### config.mk
export PLATFORM = sky130hd
export DESIGN_NAME = axi_lite_cmd_master
export DESIGN_NICKNAME = d
export VERILOG_FILES = /design/src/rtl/axi_lite_cmd_master.sv
export SDC_FILE = /design/constraint.sdc
export NUM_CORES = 1
export LEC_CHECK = 0
export BUFFER_PORTS_ARGS = -buffer_cell sky130_fd_sc_hd__buf_4
export CORE_MARGIN = 4
export CORE_UTILIZATION = 43
export DETAILED_ROUTE_END_ITERATION = 8
export PLACE_DENSITY_LB_ADDON = 0.3
export SLEW_MARGIN = 15
export SYNTH_ARGS = -nofsm -noshare
export SYNTH_HDL_FRONTEND = slang
export SYNTH_SLANG_ARGS = --single-unit
### constraint.sdc
create_clock -name clk -period 1.5 [get_ports clk]
set_input_delay 0.3 -clock clk [delete_from_list [all_inputs] [get_ports clk]]
set_output_delay 0.3 -clock clk [all_outputs]
set_load 0.01 [all_outputs]
### src/rtl/axi_lite_cmd_master.sv
// One-at-a-time command/response front end driving AXI-lite write and read channels.
// Optional watchdog abort is compiled in with `define AXI_CMD_TIMEOUT_EN.
module axi_lite_cmd_master #(
  parameter int ADDR_W         = 32,
  parameter int DATA_W         = 32,
  parameter int TIMEOUT_CYCLES = 256
) (
  input  logic              clk,
  input  logic              rst,
  input  logic              cmd_valid,
  output logic              cmd_ready,
  input  logic              cmd_write,
  input  logic [ADDR_W-1:0] cmd_addr,
  input  logic [DATA_W-1:0] cmd_wdata,
  output logic              rsp_valid,
  input  logic              rsp_ready,
  output logic              rsp_write,
  output logic [DATA_W-1:0] rsp_rdata,
  output logic              rsp_err,
  output logic              awvalid,
  output logic [ADDR_W-1:0] awaddr,
  input  logic              awready,
  output logic              wvalid,
  output logic [DATA_W-1:0] wdata,
  input  logic              wready,
  input  logic              bvalid,
  output logic              bready,
  output logic              arvalid,
  output logic [ADDR_W-1:0] araddr,
  input  logic              arready,
  input  logic              rvalid,
  input  logic [DATA_W-1:0] rdata,
  output logic              rready
);

  typedef enum logic [2:0] {
    IDLE  = 3'd0,
    WR    = 3'd1,
    WRESP = 3'd2,
    RADDR = 3'd3,
    RDATA = 3'd4,
    RSP   = 3'd5
  } state_t;

  state_t state_r;
  logic   aw_done_r;
  logic   w_done_r;
  logic   aw_hs_s;
  logic   w_hs_s;
  logic   timeout_s;

  if (TIMEOUT_CYCLES < 1) begin : g_bad_timeout
    $error("TIMEOUT_CYCLES must be at least 1");
  end

  assign aw_hs_s = awvalid & awready;
  assign w_hs_s  = wvalid & wready;

`ifdef AXI_CMD_TIMEOUT_EN
  localparam int CNT_W = $clog2(TIMEOUT_CYCLES + 1);
  logic [CNT_W-1:0] cnt_r;

  // Watchdog: spans the whole transaction, saturates at the firing point.
  assign timeout_s = (cnt_r >= CNT_W'(TIMEOUT_CYCLES - 1));

  // Transaction-wide cycle counter, cleared while idle (i.e. on accept).
  always_ff @(posedge clk) begin
    if (rst) begin
      cnt_r <= '0;
    end else if (state_r == IDLE) begin
      cnt_r <= '0;
    end else if ((state_r == WR) || (state_r == WRESP) ||
                 (state_r == RADDR) || (state_r == RDATA)) begin
      cnt_r <= timeout_s ? cnt_r : cnt_r + CNT_W'(1);
    end else begin
      cnt_r <= cnt_r;
    end
  end
`else
  assign timeout_s = 1'b0;
`endif

  // Main FSM; every output is a register updated here.
  always_ff @(posedge clk) begin
    if (rst) begin
      state_r   <= IDLE;
      aw_done_r <= 1'b0;
      w_done_r  <= 1'b0;
      cmd_ready <= 1'b0;
      rsp_valid <= 1'b0;
      rsp_write <= 1'b0;
      rsp_rdata <= '0;
      rsp_err   <= 1'b0;
      awvalid   <= 1'b0;
      awaddr    <= '0;
      wvalid    <= 1'b0;
      wdata     <= '0;
      bready    <= 1'b0;
      arvalid   <= 1'b0;
      araddr    <= '0;
      rready    <= 1'b0;
    end else begin
      case (state_r)
        IDLE: begin
          if (cmd_valid && cmd_ready) begin
            cmd_ready <= 1'b0;
            rsp_write <= cmd_write;
            rsp_err   <= 1'b0;
            rsp_rdata <= '0;
            aw_done_r <= 1'b0;
            w_done_r  <= 1'b0;
            if (cmd_write) begin
              awaddr  <= cmd_addr;
              wdata   <= cmd_wdata;
              awvalid <= 1'b1;
              wvalid  <= 1'b1;
              state_r <= WR;
            end else begin
              araddr  <= cmd_addr;
              arvalid <= 1'b1;
              state_r <= RADDR;
            end
          end else begin
            cmd_ready <= 1'b1;
          end
        end
        WR: begin
          if (aw_hs_s) begin
            awvalid   <= 1'b0;
            aw_done_r <= 1'b1;
          end
          if (w_hs_s) begin
            wvalid   <= 1'b0;
            w_done_r <= 1'b1;
          end
          // A completing handshake wins over a simultaneous watchdog expiry.
          if ((aw_done_r || aw_hs_s) && (w_done_r || w_hs_s)) begin
            bready  <= 1'b1;
            state_r <= WRESP;
          end else if (timeout_s) begin
            awvalid   <= 1'b0;
            wvalid    <= 1'b0;
            rsp_err   <= 1'b1;
            rsp_valid <= 1'b1;
            state_r   <= RSP;
          end
        end
        WRESP: begin
          if (bvalid) begin
            bready    <= 1'b0;
            rsp_rdata <= '0;
            rsp_valid <= 1'b1;
            state_r   <= RSP;
          end else if (timeout_s) begin
            bready    <= 1'b0;
            rsp_err   <= 1'b1;
            rsp_valid <= 1'b1;
            state_r   <= RSP;
          end
        end
        RADDR: begin
          if (arready) begin
            arvalid <= 1'b0;
            rready  <= 1'b1;
            state_r <= RDATA;
          end else if (timeout_s) begin
            arvalid   <= 1'b0;
            rsp_err   <= 1'b1;
            rsp_valid <= 1'b1;
            state_r   <= RSP;
          end
        end
        RDATA: begin
          if (rvalid) begin
            rready    <= 1'b0;
            rsp_rdata <= rdata;
            rsp_valid <= 1'b1;
            state_r   <= RSP;
          end else if (timeout_s) begin
            rready    <= 1'b0;
            rsp_err   <= 1'b1;
            rsp_valid <= 1'b1;
            state_r   <= RSP;
          end
        end
        RSP: begin
          if (rsp_ready) begin
            rsp_valid <= 1'b0;
            cmd_ready <= 1'b1;
            state_r   <= IDLE;
          end
        end
        default: begin
          state_r   <= IDLE;
          cmd_ready <= 1'b0;
          rsp_valid <= 1'b0;
          awvalid   <= 1'b0;
          wvalid    <= 1'b0;
          bready    <= 1'b0;
          arvalid   <= 1'b0;
          rready    <= 1'b0;
        end
      endcase
    end
  end

endmodule

==> impl_results.md <==
* Outcome: finished with violations
* Violated checks: setup timing
* Slowest-stage cell, CP: dfxtp_4
* Hold EP: wdata[25]
* Max-cap violation count at 0
* Final period util at 101.5%
* Detailed placement HPWL at 11.18 mm
* Final instance area at 8339 sq um
* Post-synth cell types at 43
* # fillers at 1070
* Crit-path max cell delay at 0.37 ns
* Leakage power at 3.672 nW
* DRT iter0 DRCs at between 200 and 300
* Reg2reg start: state_r[1]
* Post-synthesis compound-gate area fraction at between 10% and 20%
* Post-Place Cell Area at 7610 sq um
* PwrDens at 1337 nW/um^2
* Crit-path max FO at 8
* IO Pins at 243
* Number of synthesized flops with an enable pin at 0
* Part of the power in registers at about 38%
* Syn Area/Cell at 8.334 sq um
* Skew-Pair Late Insertion Delay at about 0.41 ns
* WL final at 15.98 mm
* Die Footprint at around 15000 sq um
* Multi-input logic area at 2419 sq um
* Sw Ratio at between 20% and 30%
* Largest net degree at the start of global routing at 65
* Hold Worst Slack at 0.1349 ns
* Initial antenna violation count at 0
* First-pass GRT wire length at 24.52 mm
* Top routing layer in use: met4
* R2R setup slack at -0.02 ns
* Vias in the first global route at 5028
* Crit path DAT at 1.86 ns
* Layout area overhead at 50.93%
* Setup tns final at -0.1348 ns
* Asr flop ratio synth at 0%
* Initial core utilization at a little over two fifths
* Beginning of the worst hold path: cmd_wdata[25]
* Synth Cell Area at approximately 5500 sq um
* Syn nets at 771
* CP Launch Type: register
* Maximum VDD drop at 0.7385 mV
* Drt pass-1 iters at 4
* Clk root buf: clkbuf_16
* RSZ-0062 raised after global routing: yes
* Final Hold Viols at 0
* Gpl congestion at between 0.8 and 0.9
* Max-slew violation count at 0
* Clock Power Share at a little under two fifths
* NetSw at 3.047 mW
* Sequential area share after synthesis at 51.09%
* Post-Synth Simple-Gate Area at 22.96%
* Drt drc at 0
* CP endpoint kind: register
* Routed wl met3 at 1.477 mm
* Most used cell, CP: buf_6
* Fraction of layout cells with a size suffix above 1 at between 30% and 40%
* ANT cells at 0
* Vias per cell at 4.844
* Commonest non-fill, non-tap cell in the layout: buf_4
* Reg area at 2829 sq um
* Die width at 121.4 um
* Logic pwr share at 24.0%
* CTS Buf Count at 17
* Number of port buffers at 241
* Core Region at 12620 sq um
* Final worst slack at -0.02299 ns
* Antenna-violating nets left at 0
* Synth Instances at 663
* Die Y at 121.4 um
* Synth Flop Type: dfxtp_1
* Combinational family with the most area after synthesis: simple AND/OR/NAND/NOR gates
* Seq cells post-synth at around 140
* Crit Path Class: register to register
* Via count at between 5000 and 6000
* Reg clk slew, reported paths at 0.06 ns
* CTS tree: done
* H-Tree Depth at 4
* Grt ovf at 0
* Worst clock skew at 0.005889 ns
* Post-layout net count at around 1000
* Routed length on met2 at 7.635 mm
* Fin util at 66.08%
* Fmax at 656.6 MHz
* Routed met1 length at 6.503 mm
* CTS max path bufs at 2
* Classification of the worst-slack hold path: primary input to register
* Cts hold-fix bufs at 0
* Reg2reg end: rsp_rdata[23]
* Adder-cell area share of the yosys netlist at 0.4529%
* Place WS at -0.02739 ns
* Synth Area in XOR/XNOR at 0%
* Wire per inst at roughly 15 um
* Tot GR Track Use at slightly above 20%
* Post-layout min period at 1.523 ns
* Cells along the critical path: buf_6 > or2_4 > nor3_4 > buf_6 > clkbuf_16 > nand2_1 > mux2i_1
* Clock Sinks at 141
* Most frequent cells in the layout: buf_4, nand2_1, dfxtp_1
* Worst endpoint required time at between 1.5 and 2 ns
* Yosys Warn Count at 0
* Rows at 41
* Multiplexer area fraction after synthesis at 6.386%
* R2R depth at 7
* Setup Viol. Count Final at 11
* Hold Crit Depth at 3
* Cell internal pwr at 8.104 mW
## cell usage after synthesis, drive strengths merged (4+ instances only)
master	number	area (sq um)
dfxtp	141	2823
nor2	12	45.04
nand2	231	867.1
a21oi	105	525.5
inv	5	18.77
o21ai	7	46.29
a31oi	5	31.28
nand2b	35	219.0
buf	33	249.0
clkbuf	16	60.06
mux2i	33	330.3
nor3	4	25.02
## cells by family after synthesis
group / Yosys count
adders and majority gates: 2
DFF: 141
AOI/OAI and AO/OA: 132
and+or+nand+nor: 298
buffers and inverters: 54
muxes: 35
other: 1
## cell type report
cell class | count | share of cell area [%]
Inverter | 5 | 0.2251
Tap cell | 172 | 2.581
Clock inverter | 11 | 1.695
Multi-Input combinational cell | 468 | 29.00
Sequential cell | 141 | 33.92
Timing Repair Buffer | 281 | 26.98
Clock buffer | 20 | 5.596
## state kept, by name, indices dropped and copies added, names as in the netlist
register   count
rsp_rdata     32
awvalid        1
rsp_write      1
bready         1
arvalid        1
araddr        32
rready         1
wvalid         1
w_done_r       1
awaddr        32
cmd_ready      1
aw_done_r      1
state_r        3
wdata         32
rsp_valid      1
## critical path, delay by kind of cell, from the launching register on
kind                   cells  cell delay [ns]
buffers and inverters      3             0.43
multiplexers               1             0.11
AND/OR/NAND/NOR            3             0.53
flip-flops                 1             0.37
## stage by stage
| step | cells | power, mW |
|---|---|---|
| detailed placement | 1061 | 6.838 |
| global placement | 1061 | 6.809 |
| floorplan | 663 | 5.736 |
| global route | 1098 | 11.65 |
| finish | 1098 | 11.15 |
| CTS | 1094 | 11.17 |
## worst max path at each step
stage               startpoint            end  slack [ns]  cells past startpoint
finish              state_r[1]  rsp_rdata[23]       -0.02                      7
global route        state_r[1]   rsp_rdata[2]       -0.07                      7
CTS                 state_r[1]  rsp_rdata[27]      -0.007                      6
detailed placement  state_r[2]     state_r[1]       -0.03                      5
global placement    state_r[2]     state_r[1]        0.03                      5
floorplan           state_r[1]        awvalid       0.004                      5
## timing repair
action | 4_1_cts | 5_1_grt
gates resized for setup | 6 | 12
gates cloned | 1 | 1
pin swaps | 0 | 4
setup buffers | 1 | 4
setup endpoints to repair | 2 | 52
## power by group through the flow
stage / registers [mW] / clock network [mW] / logic (mW)
5_1_grt: 4.25 / 4.51 / 2.89
3_3_place_gp: 4.27 / 0 / 2.54
2_1_floorplan: 4.37 / 0 / 1.37
3_5_place_dp: 4.28 / 0 / 2.56
6_report: 4.21 / 4.26 / 2.67
4_1_cts: 4.22 / 4.35 / 2.61
## per-layer routing
metal / up-vias / track usage (%)
li1: 2672 / -
met1: 2413 / 24.25
met2: 202 / 33.85
met3: 32 / 8.438
met4: 0 / 8.193
met5: - / 0
(Power assumes the default switching activity.)
